`src/rtl/serial_right_shifter_if.sv`:
```
// Handshake/data bundle for serial_right_shifter.
// SRS_LEFT_EN adds the 'left' direction select.
interface serial_right_shifter_if #(
   parameter int unsigned WIDTH   = 32,
   parameter int unsigned SHAMT_W = 5
);
   logic               start;
   logic [WIDTH-1:0]   d;
   logic [SHAMT_W-1:0] shamt;
   logic               arith;
`ifdef SRS_LEFT_EN
   logic               left;
`endif
   logic               busy;
   logic               done;
   logic [WIDTH-1:0]   o;

`ifdef SRS_LEFT_EN
   modport master (
      output start, d, shamt, arith, left,
      input  busy, done, o
   );

   modport slave (
      input  start, d, shamt, arith, left,
      output busy, done, o
   );
`else
   modport master (
      output start, d, shamt, arith,
      input  busy, done, o
   );

   modport slave (
      input  start, d, shamt, arith,
      output busy, done, o
   );
`endif
endinterface

```
`src/rtl/serial_right_shifter.sv`:
```
// Iterative one-bit-per-clock right shifter (logical/arithmetic) with start/busy/done.
// Define SRS_LEFT_EN to add a captured 'left' select for logical left shifts.
module serial_right_shifter #(
   parameter int unsigned WIDTH   = 32,
   parameter int unsigned SHAMT_W = 5
) (
   input  logic                 clk,
   input  logic                 rst,
   serial_right_shifter_if.slave bus
);

   typedef enum logic [1:0] {
      IDLE  = 2'd0,
      SHIFT = 2'd1,
      DONE  = 2'd2
   } state_t;

   state_t             state_q;
   state_t             state_d;
   logic [WIDTH-1:0]   o_q;
   logic [WIDTH-1:0]   shifted;
   logic [SHAMT_W-1:0] cnt_q;
   logic               arith_q;
   logic               accept;
`ifdef SRS_LEFT_EN
   logic               left_q;
`endif

   assign accept = (state_q == IDLE) && bus.start;

   always_ff @(posedge clk or posedge rst) begin
      if (rst) begin
         state_q <= IDLE;
      end else begin
         state_q <= state_d;
      end
   end

   always_comb begin
      state_d = state_q;
      unique case (state_q)
         IDLE: begin
            if (bus.start) begin
               state_d = (bus.shamt != '0) ? SHIFT : DONE;
            end
         end
         SHIFT: begin
            if (cnt_q == SHAMT_W'(1)) begin
               state_d = DONE;
            end
         end
         DONE:    state_d = IDLE;
         default: state_d = IDLE;
      endcase
   end

   // The MSB of o_q still holds the captured sign, so it doubles as the fill bit.
   always_comb begin
      shifted = {(arith_q & o_q[WIDTH-1]), o_q[WIDTH-1:1]};
`ifdef SRS_LEFT_EN
      if (left_q) begin
         shifted = {o_q[WIDTH-2:0], 1'b0};
      end
`endif
   end

   always_ff @(posedge clk or posedge rst) begin
      if (rst) begin
         o_q     <= '0;
         cnt_q   <= '0;
         arith_q <= 1'b0;
`ifdef SRS_LEFT_EN
         left_q  <= 1'b0;
`endif
      end else if (accept) begin
         o_q     <= bus.d;
         cnt_q   <= bus.shamt;
         arith_q <= bus.arith;
`ifdef SRS_LEFT_EN
         left_q  <= bus.left;
`endif
      end else if (state_q == SHIFT) begin
         o_q   <= shifted;
         cnt_q <= cnt_q - SHAMT_W'(1);
      end
   end

   assign bus.busy = (state_q != IDLE);
   assign bus.done = (state_q == DONE);
   assign bus.o    = o_q;

endmodule

```
`src/flat_wrapper.sv`:
```
// flat-port wrapper written by rule: the top's interface ports become plain ports
module serial_right_shifter_flat 
#(
   parameter int unsigned WIDTH   = 32,
   parameter int unsigned SHAMT_W = 5
)
  (clk, rst, bus_start, bus_d, bus_shamt, bus_arith, bus_busy, bus_done, bus_o);
  serial_right_shifter_if #(.WIDTH(WIDTH), .SHAMT_W(SHAMT_W)) bus_i ();
  input  logic clk;
  input  logic rst;
  input wire logic [$bits(bus_i.start)-1:0] bus_start;
  input wire logic [$bits(bus_i.d)-1:0] bus_d;
  input wire logic [$bits(bus_i.shamt)-1:0] bus_shamt;
  input wire logic [$bits(bus_i.arith)-1:0] bus_arith;
  output wire logic [$bits(bus_i.busy)-1:0] bus_busy;
  output wire logic [$bits(bus_i.done)-1:0] bus_done;
  output wire logic [$bits(bus_i.o)-1:0] bus_o;
  assign bus_i.start = bus_start;
  assign bus_i.d = bus_d;
  assign bus_i.shamt = bus_shamt;
  assign bus_i.arith = bus_arith;
  assign bus_busy = bus_i.busy;
  assign bus_done = bus_i.done;
  assign bus_o = bus_i.o;
  serial_right_shifter #(.WIDTH(WIDTH), .SHAMT_W(SHAMT_W)) u_core (.clk(clk), .rst(rst), .bus(bus_i));
endmodule
```
`config.mk`:
```
export PLATFORM = sky130hd
export DESIGN_NAME = serial_right_shifter_flat
export DESIGN_NICKNAME = d
export VERILOG_FILES = /design/src/rtl/serial_right_shifter_if.sv /design/src/rtl/serial_right_shifter.sv /design/src/flat_wrapper.sv
export SDC_FILE = /design/constraint.sdc
export NUM_CORES = 1
export LEC_CHECK = 0
export BUFFER_PORTS_ARGS = -buffer_cell sky130_fd_sc_hd__clkbuf_2
export CORE_UTILIZATION = 40
export DETAILED_ROUTE_END_ITERATION = 10
export PLACE_DENSITY = 0.63
export SLEW_MARGIN = 5
export SYNTH_ARGS = -nofsm -noshare
export SYNTH_HDL_FRONTEND = slang
export SYNTH_SLANG_ARGS = --single-unit
```
`constraint.sdc`:
```
create_clock -name clk -period 2.1 [get_ports clk]
set_input_delay 0.21 -clock clk [delete_from_list [all_inputs] [get_ports clk]]
set_output_delay 0.21 -clock clk [all_outputs]
set_load 0.03 [all_outputs]
```
# [After elaboration in Yosys (flattened, before gate mapping)]
# Index checks and enable logic that the tools add are counted.
[classes] n_eq_ne=5 add_sub_neg=1 n_reduce_logical=6 n_mux=8 bitwise=1
[op_table] op="32-bit two-way mux" n=2
[op_table] op="5-bit two-way mux" n=2
[op_table] op="2-bit two-way mux" n=3
[op_table] op="5-bit by 1-bit == test with 1-bit output, second input constant" n=1
[op_table] op="5-bit nonzero test" n=1
[op_table] op="5-bit by 1-bit subtractor with 5-bit output, second input constant" n=1
[op_table] op="2-bit case mux with 2 select lines" n=1
[op_table] op="2-bit nonzero test" n=2
[op_table] op="2-bit by 1-bit == test with 1-bit output, second input constant" n=1
[op_table] op="2-bit == test, second input constant" n=1
[op_table] op="2-bit logical NOT" n=1
[op_table] op="2-bit by 1-bit inequality test with 1-bit output, second input constant" n=1
[op_table] op="2-bit inequality test, second input constant" n=1
[op_table] op="2-bit AND reduction" n=1
[op_table] op="1-bit AND" n=1
[op_table] op="1-bit logical AND" n=1
[word_totals] register_bits=40 elab_cells=25 out_inout_bits=34 in_bits=41

# [Logic depth before layout (Yosys ltp)]
[logic_depth] word_depth=4 ltp_mapped=6 mapped_depth_nobuf=5

# [Least setup slack after synthesis]
# Ideal clock, no wire load.
[synth_timing] path_type="flip-flop to output port" start="register u_core.state_q[1]" end="output bus_done" path_buffers=2 path_stages_with_launch=4 arrival_ns=1.190 slack_ns=0.700 cell_sequence="dfrtp_1 -> buf_6 -> clkbuf_1 -> nor2b_1"
[synth_between] elab_chain_len=1
[synth_lines] item="from (decl)" line_no="serial_right_shifter.sv:18" source="state_t state_q;"
[synth_lines] item="from (signal assigned)" line_no="serial_right_shifter.sv:35" source="state_q <= state_d;"
[synth_lines] item="2-bit == test" line_no="serial_right_shifter.sv:89" source="assign bus.done = (state_q == DONE);"
[synth_lines] item="to (decl)" line_no="flat_wrapper.sv:16" source="output wire logic [$bits(bus_i.done)-1:0] bus_done;"
# No other way between the ends.

# [Final worst setup path]
# Ends and elaborated chain as after synthesis.

==> run metrics <==
Primary FF master, synth dfrtp_1; CTS Buf Count 5; Hold Fails Final Rpt 0; CP Launch Type register; share of cells above drive strength 1 31.7%; Hold-fix buffers, CTS 0; Port Buf Inserts 74; clk slew on worst S/H paths 0.08 ns; leading area contributor after synthesis dfrtp_1; Synth area leaders dfrtp_1 46%, a22oi_1 9.3%, a21oi_1 8.7%, o21ai_0 6.7%, nor2b_1 5.8%; TNS Setup 0 ns; register bit total from synthesis 40; Yosys warning total 0; share of the synthesized area in the top cell type 46.0%; Wirelength per Cell 14.6 um; VDD IR max 0.000611 V; most instantiated cells after synthesis 40 x dfrtp_1, 38 x a21oi_1, 29 x o21ai_0; Syn Nets 274; fill cell count 514; Synth Area in Adders 1.15%; R2R setup slack 0.64 ns; Gate Count Post-Synth 231; CP max-delay cell dfrtp_1; nets 342; Async SR Flop Fraction 100%; outcome finished, final reports clean; Max Slew Vio Count 0; full die area 5740 um2; Power, Total 3.75 mW; GPL Wtd Cong 0.830; mux share of post-synthesis cell area 1.61%; Fmax 553 MHz; largest net degree at the start of global routing 41; area grow syn2layout 24.2%; row cnt 26; first-pass GRT wire length 8590 um; largest family of logic cells by synthesized area compound AO/OA/AOI/OAI gates; Final Cycle Share 86.1%; H-tree Lvls 2; Required @ worst endpoint 1.89 ns; Final Setup Violations 0; Crit. End Element primary output; unrepaired setup endpoints after global routing false; drt first pass iters 4; total grt overflow 0; final WL 5420 um; R2R cell count 2; worst clock skew 0.00236 ns; sequential share of the synthesized area 46.0%; die width 75.8 um; Worst path max stage delay 0.59 ns; footprint of the multi-input gates 1060 um2; Mean Syn Cell Area 9.42 um2; DP Wirelength 3770 um; DRC viols 0; clk buf depth 2; total setup buffers inserted after CTS 0; critical path arrival 1.60 ns; clk sink count 40; core area 5170 um2; r2r startpoint u_core.state_q[1]$_DFFE_PP0P_; max_cap viols 0; Post-Synth Simple-Gate Area 15.5%; Post-Syn Area 2180 um2; Tmin final 1.81 ns; most common cell in the netlist dfrtp_1; CTS tree done; worst slew pin tran 0.517 ns; initial antenna violation count 0; xor-xnor portion of the synthesized cell area 0%; GRT Resource Usage Total 19.7%; IO Pins 75; Worst Setup Path Type register to primary output; R2R Path End u_core.arith_q$_DFFE_PP0P_; vias 1982; Compound-Gate Fraction of Synth Area 30.2%; later-pin clock latency in the skew report 0.28 ns; worst min path class primary input to async pin; Root Driver clkbuf_8; final hold slack 0.0302 ns; worst-path cell chain buf_4 > nor2b_1 > clkbuf_2; CTS resizes 0; Initial Util 42.1%; diode count 0; Worst Path Max Fanout 23; Post-synth EDFFs 0; Antenna Nets Post-Route 0; Unique masters post-synth 34; max_slew headroom 65.5%; storage element area 1000 um2; Leak 1.30 nW; Pwr per Cell Area 1390 nW/um2; number of vias per cell 5.36; vias in the first global route 1850; Initial DRC Count 78; die height 75.8 um
[worst max-delay path, delay by kind of cell (launching register included)]
kind,cells,cell delay [ns]
DFF,1,0.59
and+or+nand+nor,1,0.17
buffers and inverters,2,0.55
[layout by cell type, fill, tap and decap left out, drive strengths merged]
master	instances
o22a	2
nand2	3
dfrtp	40
mux2i	2
o2bb2a	1
mux2	1
o21ai	32
nor3	2
a22oi	27
nand3b	1
o21bai	1
ha	2
or3b	1
or2	1
and2b	10
buf	8
nand2b	2
a2bb2oi	1
or3	1
and3b	3
nor4b	1
o31a	1
o21ba	1
nor3b	3
o22ai	5
inv	6
nor2	1
or4b	1
clkbuf	82
nor2b	20
a21oi	38
[power by group]
| part | leakage [nW] | internal [mW] | switching (mW) |
|---|---|---|---|
| clock | 0.0455 | 0.268 | 0.260 |
| sequential | 0.501 | 1.10 | 0.334 |
| combinational | 0.754 | 0.667 | 1.12 |
| total | 1.30 | 2.03 | 1.71 |
[through the flow]
stage | util, % | worst slack, ns | cell area (um2) | instances
final | 52.2 | 0.292 | 2700 | 370
after CTS | 52.2 | 0.295 | 2700 | 370
after detailed placement | 50.5 | 0.617 | 2610 | 362
after floorplan | - | 0.700 | 2180 | 231
after global placement | 50.5 | 0.645 | 2610 | 362
after global routing | 52.2 | 0.207 | 2700 | 370
[per-layer routing]
metal / up-vias / global-route usage [%] / wire (um)
met1: 955 / 26.7 / 2580
met4: 0 / 6.17 / 63
met2: 49 / 32.4 / 2570
met3: 8 / 3.17 / 208
li1: 970 / - / -
met5: - / 0 / 0
[final cells by class]
class / instances / share of cell area, %
clock buffers: 8 / 3.33
inverters: 6 / 0.833
multi-input cells: 164 / 39.2
flip-flops and latches: 40 / 37.0
well taps: 70 / 3.24
repair buffers: 82 / 16.4
[how the worst max path moves through the flow]
stage | to | cells past startpoint | startpoint | slack (ns)
finish | bus_done | 3 | u_core.state_q[1]$_DFFE_PP0P_ | 0.29
global route | bus_done | 3 | u_core.state_q[1]$_DFFE_PP0P_ | 0.21
CTS | bus_done | 3 | u_core.state_q[1]$_DFFE_PP0P_ | 0.29
detailed placement | u_core.bus.o[18]$_DFFE_PP0P_ | 5 | bus_start | 0.62
global placement | bus_done | 3 | u_core.state_q[1]$_DFFE_PP0P_ | 0.64
floorplan | bus_done | 3 | u_core.state_q[1]$_DFFE_PP0P_ | 0.70
[flip-flops by register name, indices dropped and copies added, names as in the netlist]
signal          flops
u_core.arith_q      1
u_core.bus.o       32
u_core.cnt_q        5
u_core.state_q      2
[kinds of logic (layout without fill, tap and decap cells)]
family,after synthesis,after routing
AO/OA/AOI/OAI,109,109
adder cells (fa/ha/maj),2,2
buffers and inverters,27,96
flip-flops,40,40
multiplexers,3,3
AND/OR/NAND/NOR,50,50
Power figures use the tool's default switching activity.
